## config.mk

```make
export PLATFORM = sky130hd
export DESIGN_NAME = cnt_sweep_ctrl
export DESIGN_NICKNAME = d
export VERILOG_FILES = /design/src/rtl/cnt_sweep_ctrl.sv
export SDC_FILE = /design/constraint.sdc
export NUM_CORES = 1
export LEC_CHECK = 0
export ABC_AREA = 1
export CORE_ASPECT_RATIO = 1.1
export CORE_MARGIN = 5
export CORE_UTILIZATION = 59
export CTS_CLUSTER_DIAMETER = 80
export DETAILED_ROUTE_END_ITERATION = 10
export PLACE_DENSITY = 0.83
export SLEW_MARGIN = 10
export SYNTH_ARGS = -nofsm -noshare
export SYNTH_HDL_FRONTEND = slang
export SYNTH_SLANG_ARGS = --single-unit
```

## constraint.sdc

```tcl
create_clock -name clk -period 5.5 [get_ports clk]
set_clock_uncertainty 0.15 [all_clocks]
set_input_delay 1.65 -clock clk [delete_from_list [all_inputs] [get_ports clk]]
set_output_delay 1.65 -clock clk [all_outputs]
set_load 0.05 [all_outputs]
```

## src/rtl/cnt_sweep_ctrl.sv

```systemverilog
// cnt_sweep_ctrl: sequencer driving one loadable up/down counter between two
// programmed bounds in one-shot, auto-reload or ping-pong fashion, with a
// step prescaler.
module cnt_sweep_ctrl #(
  parameter int unsigned N_BIT    = 8,
  parameter int unsigned DIV_BITS = 4
) (
  input  logic                clk,
  input  logic                rst_n,
  input  logic                cfg_valid,
  output logic                cfg_ready,
  input  logic [N_BIT-1:0]    cfg_start,
  input  logic [N_BIT-1:0]    cfg_end,
  input  logic [1:0]          cfg_mode,
  input  logic [DIV_BITS-1:0] cfg_div,
  input  logic                start,
  input  logic                stop,
  output logic [N_BIT-1:0]    cnt,
  output logic                busy,
  output logic                dir,
  output logic                wrap,
  output logic                done
);

  typedef enum logic [1:0] {IDLE, ARMED, RUN, DONE} state_t;

  // Datapath action selected by the FSM for the current cycle.
  typedef enum logic [2:0] {
    ACT_NONE, ACT_LOAD, ACT_STEP, ACT_FINISH, ACT_RELOAD, ACT_TURN
  } act_t;

  state_t state, state_nxt;
  act_t   act;

  logic [N_BIT-1:0]    start_r;
  logic [N_BIT-1:0]    end_r;
  logic [1:0]          mode_r;
  logic [DIV_BITS-1:0] div_r;
  logic [DIV_BITS-1:0] psc;
  // leg = 0 while heading from start towards end, 1 on the way back (ping-pong)
  logic                leg;

  logic                cfg_xfer;
  logic                tick;
  logic                at_target;
  logic                degen;
  logic [N_BIT-1:0]    target;

  // Handshake, prescaler tick and target decode.
  always_comb begin
    cfg_ready = (state != RUN);
    busy      = (state == RUN);
    cfg_xfer  = cfg_valid && cfg_ready;
    tick      = (psc == div_r);
    target    = leg ? start_r : end_r;
    at_target = (cnt == target);
    degen     = (start_r == end_r);
  end

  // State register.
  always_ff @(posedge clk) begin
    if (!rst_n) state <= IDLE;
    else        state <= state_nxt;
  end

  // Next-state and datapath action; in RUN stop beats start beats tick.
  always_comb begin
    state_nxt = state;
    act       = ACT_NONE;
    case (state)
      IDLE: begin
        if (cfg_xfer) state_nxt = ARMED;
      end
      ARMED, DONE: begin
        if (cfg_xfer) begin
          state_nxt = ARMED;
        end else if (start) begin
          state_nxt = RUN;
          act       = ACT_LOAD;
        end
      end
      RUN: begin
        if (stop) begin
          state_nxt = ARMED;
        end else if (start) begin
          act = ACT_LOAD;
        end else if (tick) begin
          if (!at_target) begin
            act = ACT_STEP;
          end else begin
            case (mode_r)
              2'd1: act = ACT_RELOAD;
              // A degenerate ping-pong has nowhere to turn: behave as reload.
              2'd2: act = degen ? ACT_RELOAD : ACT_TURN;
              default: begin
                act       = ACT_FINISH;
                state_nxt = DONE;
              end
            endcase
          end
        end
      end
      default: state_nxt = IDLE;
    endcase
  end

  // Configuration registers, counter, direction, prescaler and event pulses.
  always_ff @(posedge clk) begin
    if (!rst_n) begin
      start_r <= '0;
      end_r   <= '0;
      mode_r  <= '0;
      div_r   <= '0;
      psc     <= '0;
      leg     <= 1'b0;
      cnt     <= '0;
      dir     <= 1'b0;
      wrap    <= 1'b0;
      done    <= 1'b0;
    end else begin
      wrap <= 1'b0;
      done <= 1'b0;
      if (cfg_xfer) begin
        start_r <= cfg_start;
        end_r   <= cfg_end;
        mode_r  <= cfg_mode;
        div_r   <= cfg_div;
      end
      case (act)
        ACT_LOAD: begin
          cnt <= start_r;
          dir <= (end_r < start_r);
          leg <= 1'b0;
          psc <= '0;
        end
        ACT_STEP: begin
          cnt <= dir ? cnt - 1'b1 : cnt + 1'b1;
          psc <= '0;
        end
        ACT_FINISH: begin
          done <= 1'b1;
          psc  <= '0;
        end
        ACT_RELOAD: begin
          cnt  <= start_r;
          wrap <= 1'b1;
          psc  <= '0;
        end
        ACT_TURN: begin
          // Step in the new direction on the same tick as the reversal.
          cnt  <= dir ? cnt + 1'b1 : cnt - 1'b1;
          dir  <= ~dir;
          leg  <= ~leg;
          wrap <= 1'b1;
          psc  <= '0;
        end
        default: begin
          if (state == RUN) psc <= psc + 1'b1;
        end
      endcase
    end
  end

endmodule
```

==> run metrics, run 1 <==
result of the run=finished, final reports clean; setup TNS=0 ns; P_sw=0.3025 mW; required time reported for the critical path endpoint=3.70 ns; total of flip-flops plus latches after synthesis=40; Net Count, Synth=493; R2R setup slack=2.92 ns; power density over the cells=251.9 mW/mm²; mean instance size in the synthesized netlist=6.173 µm²; grt ovf=0; number of antenna violations at the first check in global routing=0; DR iter-0 viols=239; placed cell count=529; total area of sequential cells=800.8 µm²; Area contributors post-synth=sky130_fd_sc_hd__dfxtp_1 29%, sky130_fd_sc_hd__nand2_1 13%, sky130_fd_sc_hd__nand3_1 12%; crit path max-delay cell type=sky130_fd_sc_hd__clkdlybuf4s50_1; LEAKAGE=1.453 nW; Post-Synthesis Cell Area=0.002796 mm²; Hold Crit Depth=2; critical path capture point type=output pin; Synth async-reset ratio=0%; arrival time at the worst endpoint=1.87 ns; clk_lat worst skew=0.30 ns; worst flop-to-flop path endpoint=cnt[0]; kind of cell adding the most delay to the critical path=buffers and inverters; number of distinct standard cells referenced by the synthesized netlist=28; Synth top area share=28.64%; switching share of power=36.83%; transition time of the tightest slew-check pin=1.102 ns; number of detailed-route iterations in the first pass=7; non-filler cells, final=537; vias in the first global route=2596; Nets=520; total power draw=0.8212 mW; number of vias after detailed routing=2908; kind of start point of the critical path=flop; Worst Path Buf+Inv=1; Post CTS Setup Buffer Count=0; antenna cells=0; Worst VDD drop=0.1960 mV; P_int=0.5187 mW; y dimension of the die=82.21 µm; Critical R2R Launch=leg; post-detailed-route count of antenna-violating nets=0; worst rel slew slack=26.31%; cell area after placement=0.003166 mm²; synthesis-to-finish area growth=16.55%; global-route wire length before repair=11450 µm; number of clock sinks=40; DRC viols=0; number of standard cells after synthesis=453; Final Instance Area=0.003259 mm²; critical-path cell list=clkdlybuf4s50_1; CTS hold repair buffers=0; Vias per Instance=5.415; clock-pin slew on the worst setup and hold paths=0.08 ns; final cycle utilization of the critical path=66.71%; cell at the root of the clock tree=sky130_fd_sc_hd__clkbuf_8; end of the worst hold path=div_r[3]; worst min path class=reg -> reg; Max H-tree Level=2; sum of net half-perimeters after detailed placement=5260 µm; total setup violations reported at the end of the flow=0; cell types with the highest counts after synthesis=98 x sky130_fd_sc_hd__nand2_1, 66 x sky130_fd_sc_hd__nand3_1, 52 x sky130_fd_sc_hd__inv_1, 52 x sky130_fd_sc_hd__nor2_1, 43 x sky130_fd_sc_hd__o21ai_0; TritonCTS clock tree=yes; HP Start=div_r[3]; count of pins on the block boundary=40; highest attainable clock frequency=272.6 MHz; post-cts gate resize count=0; Chip Width=75.64 µm; register share of total power=41.4%; cell with the most instances after synthesis=sky130_fd_sc_hd__nand2_1; DIE AREA=0.006218 mm²; number of buffers created by CTS=5; starting utilization of the core area=60.54%; Worst Reg2Reg Path Length in Cells=14; count of flip-flops with a built-in enable after synthesis=0; endpoints failing hold=0; routed wire length=6743 µm; area inside the core boundary=0.004619 mm²; maximum buffer depth of the clock tree=2; filler cell count in the final layout=421; MaxCap Viol Count=0; final-layout worst hold slack=0.3263 ns; number of I/O port buffers=39; critical path fanouts, max=17; fraction of final layout cells sized beyond drive strength 1=4.158%; crit-path max cell delay=0.90 ns; Yosys top cell by area=sky130_fd_sc_hd__dfxtp_1; clock network fraction of design power=25.3%; clock period minus worst slack=3.669 ns; routed wire length per instance=12.56 µm; combinational power share=33.3%; sequential element share of the synthesized area=28.64%; maximum number of pins on one net before global-route repair=42; critical path start-end classification=reg -> out; number of slew-limit violations in the final report=0; Multi-input gate area=0.001694 mm²; unrepaired setup endpoints after global routing=false; Routability Congestion=0.9087; num rows=26; total of warnings raised by yosys=0; dominant synthesized flop cell=sky130_fd_sc_hd__dfxtp_1; total global-route track usage=23.59%
sequential cells by signal (all words and copies together) (netlist names):
signal   flops
cnt          8
dir          1
div_r        4
done         1
end_r        8
leg          1
mode_r       2
psc          4
start_r      8
state        2
wrap         1
how the worst max path moves through the flow:
stage,from,end,slack [ns],depth (start not counted)
2_1_floorplan,stop,cnt[6],2.39,12
5_1_grt,dir,dir,1.72,1
6_report,dir,dir,1.83,1
3_3_place_gp,stop,cnt[1],1.87,13
3_5_place_dp,stop,cnt[3],1.80,13
4_1_cts,dir,dir,1.82,1
cells by family after synthesis:
| logic type | Yosys count | synth area share (%) |
|---|---|---|
| DFF | 40 | 28.64 |
| and+or+nand+nor | 232 | 36.11 |
| xor gates and xnor gates | 12 | 3.758 |
| adders and majority gates | 13 | 5.817 |
| buffers and inverters | 75 | 10.78 |
| AOI/OAI and AO/OA | 81 | 14.90 |
final cells by class:
type                       count  share of cell area, %
clock inverter                 1                 0.2303
sequential                    40                  24.57
clock buffer                   7                  2.649
tap                           56                  2.150
timing repair buffer          39                  11.98
multi-input combinational    338                  51.98
inverter                      56                  6.449
cell usage in the layout (no fill, tap or decap), drive strengths merged, types with 2 or more instances in the layout:
master and instances:
ha 13, xor2 11, nand4 3, nand2 102, a21oi 29, o21ai 49
dfxtp 40, nand3 67, clkbuf 7, nor2 56, clkdlybuf4s50 39, o31ai 2
nor3 3, inv 55
metal layers:
metal	vias to the layer above	GRT usage, %	share of wire [%]
met4	0	7.692	1.6
met3	10	5.085	6.4
li1	1520	-	-
met1	1275	31.07	46
met2	103	38.08	46
met5	-	0	0
power groups by stage:
stage / clock network, mW / logic, mW / registers (mW)
global route: 0.229 / 0.309 / 0.344
global placement: 0 / 0.265 / 0.345
finish: 0.208 / 0.273 / 0.340
CTS: 0.213 / 0.273 / 0.339
floorplan: 0 / 0.190 / 0.354
detailed placement: 0 / 0.271 / 0.346
per-stage QoR:
step	worst slack [ns]	util [%]
after CTS	1.815	70.56
after global routing	1.722	70.56
after global placement	1.871	68.53
final	1.831	70.56
after floorplan	2.392	-
after detailed placement	1.801	68.53
No activity file was read; power rests on OpenSTA's default activity.
==> run 2, diff against run 1 <==
--- a/config.mk
+++ b/config.mk
@@ -8,10 +8,10 @@
 export ABC_AREA = 1
 export CORE_ASPECT_RATIO = 1.1
 export CORE_MARGIN = 5
-export CORE_UTILIZATION = 59
+export CORE_UTILIZATION = 55
 export CTS_CLUSTER_DIAMETER = 80
 export DETAILED_ROUTE_END_ITERATION = 10
-export PLACE_DENSITY = 0.83
+export PLACE_DENSITY = 0.78
 export SLEW_MARGIN = 10
 export SYNTH_ARGS = -nofsm -noshare
 export SYNTH_HDL_FRONTEND = slang
==> constraint.sdc (replaced) <==
create_clock -name clk -period 3.8 [get_ports clk]
set_clock_uncertainty 0.15 [all_clocks]
set_input_delay 1.14 -clock clk [delete_from_list [all_inputs] [get_ports clk]]
set_output_delay 1.14 -clock clk [all_outputs]
set_load 0.05 [all_outputs]
==> run metrics, run 2 (synthesis gave the netlist of run 1 again) <==
DR iter-0 viols=258; critical-path cell list=inv_1, nand2_2, inv_1, clkdlybuf4s50_1; Hold Crit Depth=2; critical path start-end classification=reg -> out; highest attainable clock frequency=321.9 MHz; DIE AREA=0.006612 mm²; number of antenna violations at the first check in global routing=0; setup TNS=0 ns; LEAKAGE=1.476 nW; sum of net half-perimeters after detailed placement=5404 µm; number of clock sinks=40; number of vias after detailed routing=2918; Chip Width=77.99 µm; number of buffers created by CTS=5; result of the run=finished, final reports clean; clock-pin slew on the worst setup and hold paths=0.08 ns; R2R setup slack=1.45 ns; total power draw=1.183 mW; number of I/O port buffers=39; DRC viols=0; antenna cells=0; critical path capture point type=output pin; crit-path max cell delay=0.82 ns; final cycle utilization of the critical path=81.74%; y dimension of the die=84.79 µm; worst rel slew slack=66.20%; maximum buffer depth of the clock tree=2; Worst VDD drop=0.2139 mV; kind of start point of the critical path=flop; crit path max-delay cell type=sky130_fd_sc_hd__clkdlybuf4s50_1; area inside the core boundary=0.004966 mm²; transition time of the tightest slew-check pin=0.5054 ns; HP Start=div_r[1]; Post CTS Setup Buffer Count=0; fraction of final layout cells sized beyond drive strength 1=4.938%; most frequent cells in the layout=98 x sky130_fd_sc_hd__nand2_1, 66 x sky130_fd_sc_hd__nand3_1, 52 x sky130_fd_sc_hd__inv_1, 52 x sky130_fd_sc_hd__nor2_1, 43 x sky130_fd_sc_hd__o21ai_0; post-cts gate resize count=0; filler cell count in the final layout=495; worst flop-to-flop path endpoint=cnt[4]; unrepaired setup endpoints after global routing=false; starting utilization of the core area=56.31%; global-route wire length before repair=12030 µm; TritonCTS clock tree=yes; grt ovf=0; maximum number of pins on one net before global-route repair=42; power density over the cells=359.6 mW/mm²; total setup violations reported at the end of the flow=0; worst min path class=reg -> reg; MaxCap Viol Count=0; Nets=525; CTS hold repair buffers=0; number of slew-limit violations in the final report=0; total global-route track usage=21.88%; kind of cell adding the most delay to the critical path=buffers and inverters; Critical R2R Launch=leg; end of the worst hold path=div_r[1]; endpoints failing hold=0; routed wire length=6948 µm; largest registers=cnt: 8 flops, end_r: 8 flops, start_r: 8 flops; synthesis-to-finish area growth=17.67%; Max H-tree Level=2; cell at the root of the clock tree=sky130_fd_sc_hd__clkbuf_8; clk_lat worst skew=0.30 ns; critical path fanouts, max=6; count of pins on the block boundary=40; Vias per Instance=5.364; number of detailed-route iterations in the first pass=5; Worst Path Buf+Inv=3; most common cell after layout, fill and taps aside=sky130_fd_sc_hd__nand2_1; Worst Reg2Reg Path Length in Cells=15; vias in the first global route=2676; required time reported for the critical path endpoint=2.51 ns; final-layout worst hold slack=0.3193 ns; arrival time at the worst endpoint=1.82 ns; Routability Congestion=0.9205; post-detailed-route count of antenna-violating nets=0; clock period minus worst slack=3.106 ns; Final Instance Area=0.003291 mm²; routed wire length per instance=12.77 µm; cell area after placement=0.003206 mm²; critical path's most frequent cell=sky130_fd_sc_hd__inv_1; num rows=27
## run 2: cell type report
class | instances | area [µm²] | share of cell area (%)
multi-input combinational | 338 | 1694 | 51.48
sequential | 40 | 800.8 | 24.33
timing repair buffer | 44 | 427.9 | 13.00
inverter | 56 | 210.2 | 6.388
clock buffer | 7 | 76.32 | 2.319
tap | 58 | 72.57 | 2.205
clock inverter | 1 | 8.758 | 0.2662
## run 2: stage by stage
stage	cells	utilization, %	setup slack (ns)
global placement	536	64.55	0.7283
detailed placement	536	64.55	0.6567
CTS	544	66.26	0.6775
finish	544	66.26	0.6937
global route	544	66.26	0.5706
floorplan	453	-	1.202
## run 2: how the worst max path moves through the flow
stage | from | end | slack (ns) | depth (start not counted)
global placement | stop | cnt[6] | 0.73 | 13
finish | state[0] | busy | 0.69 | 4
global route | state[0] | busy | 0.57 | 4
CTS | state[0] | busy | 0.68 | 4
floorplan | stop | cnt[6] | 1.20 | 12
detailed placement | stop | cnt[4] | 0.66 | 13
## run 2: where the power goes
part / internal (mW) / switching, mW / leakage [nW]
Sequential: 0.454 / 0.0344 / 0.330
Clock: 0.131 / 0.152 / 0.0424
Combinational: 0.153 / 0.259 / 1.10
Total: 0.738 / 0.445 / 1.48
## run 2: per-layer routing
| metal | GRT usage [%] | vias to the layer above | routed length, µm |
|---|---|---|---|
| li1 | - | 1530 | - |
| met1 | 29.07 | 1279 | 3159 |
| met2 | 36.75 | 96 | 3243 |
| met3 | 3.433 | 13 | 418 |
| met4 | 5.684 | 0 | 127 |
| met5 | 0 | - | 0 |
## run 2: tightest hold or removal path, stage by stage, from the launching register on
cell and delay (ns):
sky130_fd_sc_hd__dfxtp_1 0.31, sky130_fd_sc_hd__inv_1 0.06, sky130_fd_sc_hd__a21oi_1 0.05
==> run 3, diff against run 2 <==
--- a/config.mk
+++ b/config.mk
@@ -8,10 +8,10 @@
 export ABC_AREA = 1
 export CORE_ASPECT_RATIO = 1.1
 export CORE_MARGIN = 5
-export CORE_UTILIZATION = 55
+export CORE_UTILIZATION = 50
 export CTS_CLUSTER_DIAMETER = 80
 export DETAILED_ROUTE_END_ITERATION = 10
-export PLACE_DENSITY = 0.78
+export PLACE_DENSITY = 0.75
 export SLEW_MARGIN = 10
 export SYNTH_ARGS = -nofsm -noshare
 export SYNTH_HDL_FRONTEND = slang
==> constraint.sdc (replaced) <==
create_clock -name clk -period 2.6 [get_ports clk]
set_clock_uncertainty 0.15 [all_clocks]
set_input_delay 0.78 -clock clk [delete_from_list [all_inputs] [get_ports clk]]
set_output_delay 0.78 -clock clk [all_outputs]
set_load 0.05 [all_outputs]
==> run metrics, run 3 (synthesis gave the netlist of run 1 again) <==
transition time of the tightest slew-check pin=0.5135 ns; Chip Width=81.31 µm; final cycle utilization of the critical path=97.04%; maximum number of pins on one net before global-route repair=42; antenna cells=0; post-cts gate resize count=0; post-detailed-route count of antenna-violating nets=0; Worst Reg2Reg Path Length in Cells=14; fraction of final layout cells sized beyond drive strength 1=8.468%; clock-pin slew on the worst setup and hold paths=0.09 ns; Post CTS Setup Buffer Count=0; result of the run=finished, final reports clean; number of detailed-route iterations in the first pass=4; largest registers=cnt: 8 flops, end_r: 8 flops, start_r: 8 flops; most common cell after layout, fill and taps aside=sky130_fd_sc_hd__nand2_1; highest attainable clock frequency=396.3 MHz; Nets=535; critical path start-end classification=reg -> out; kind of start point of the critical path=flop; number of buffers created by CTS=5; unrepaired setup endpoints after global routing=false; y dimension of the die=88.44 µm; critical path fanouts, max=6; cell area after placement=0.003284 mm²; total global-route track usage=21.43%; total setup violations reported at the end of the flow=0; required time reported for the critical path endpoint=1.67 ns; final core utilization=62.87%; worst flop-to-flop path endpoint=cnt[6]; Worst VDD drop=0.3128 mV; starting utilization of the core area=51.83%; endpoints failing hold=0; arrival time at the worst endpoint=1.59 ns; clk_lat worst skew=0.30 ns; final-layout worst hold slack=0.3218 ns; power density over the cells=538.4 mW/mm²; cell at the root of the clock tree=sky130_fd_sc_hd__clkbuf_8; worst rel slew slack=65.66%; MaxCap Viol Count=0; DRC viols=0; vias in the first global route=2774; Final Instance Area=0.003392 mm²; filler cell count in the final layout=552; count of pins on the block boundary=40; DR iter-0 viols=122; TritonCTS clock tree=yes; DIE AREA=0.007190 mm²; non-filler cells, final=571; sum of net half-perimeters after detailed placement=5657 µm; HP Start=div_r[1]; critical-path cell list=clkdlybuf4s50_1; clock period minus worst slack=2.523 ns; R2R setup slack=0.38 ns; placed cell count=563; number of slew-limit violations in the final report=0; end of the worst hold path=div_r[1]; setup TNS=0 ns; routed wire length=7039 µm; Hold Crit Depth=2; crit path max-delay cell type=sky130_fd_sc_hd__clkdlybuf4s50_1; Max H-tree Level=2; kind of cell adding the most delay to the critical path=buffers and inverters; CTS hold repair buffers=0; grt ovf=0; worst setup slack after placement=-0.05013 ns; number of I/O port buffers=39; crit-path max cell delay=0.85 ns; total power draw=1.826 mW; number of clock sinks=40; Routability Congestion=0.9092; area inside the core boundary=0.005395 mm²; number of antenna violations at the first check in global routing=0; routed wire length per instance=12.33 µm; LEAKAGE=1.547 nW; critical path capture point type=output pin; Vias per Instance=5.165; synthesis-to-finish area growth=21.30%; most frequent cells in the layout=98 x sky130_fd_sc_hd__nand2_1, 66 x sky130_fd_sc_hd__nand3_1, 52 x sky130_fd_sc_hd__inv_1, 52 x sky130_fd_sc_hd__nor2_1, 43 x sky130_fd_sc_hd__o21ai_0; worst min path class=reg -> reg; Worst Path Buf+Inv=1; number of vias after detailed routing=2949; global-route wire length before repair=12200 µm; Worst Setup Slack, final=0.07690 ns; num rows=28; Critical R2R Launch=start_r[3]; maximum buffer depth of the clock tree=2
==> run 3: report_power, final <==
group | total (mW) | internal (mW) | switching [mW] | leakage (nW)
Clock | 0.509 | 0.285 | 0.224 | 0.0552
Sequential | 0.711 | 0.663 | 0.0480 | 0.330
Combinational | 0.607 | 0.231 | 0.375 | 1.16
==> run 3: routing by layer <==
metal / share of wire [%] / GRT usage [%] / vias to the layer above
met3: 6.5 / 4.786 / 7
li1: - / - / 1552
met5: 0 / 0 / -
met4: 1.1 / 6.912 / 0
met1: 46 / 28.22 / 1316
met2: 46 / 34.67 / 74
==> run 3: how the worst max path moves through the flow <==
stage	start	endpoint	slack (ns)	depth (start not counted)
floorplan	cnt[6]	cnt[6]	0.31	12
global placement	stop	cnt[7]	0.01	10
detailed placement	stop	cnt[6]	-0.05	10
CTS	cnt[7]	cnt[7]	0.08	1
global route	cnt[7]	cnt[7]	0.01	1
finish	cnt[7]	cnt[7]	0.08	1
==> run 3: cell type report <==
type                            count  area, µm²  share of cell area (%)
Timing Repair Buffer               54      485.5                   14.31
Clock buffer                        6      72.57                   2.139
Clock inverter                      2      35.03                   1.033
Inverter                           56      210.2                   6.197
Tap cell                           75      93.84                   2.767
Multi-Input combinational cell    338       1694                   49.94
Sequential cell                    40      800.8                   23.61
==> run 3: tightest hold or removal path, delay by kind of cell, from the launching register on <==
kind | cells | cell delay (ns)
flops | 1 | 0.31
buf+inv | 1 | 0.07
compound gates | 1 | 0.05
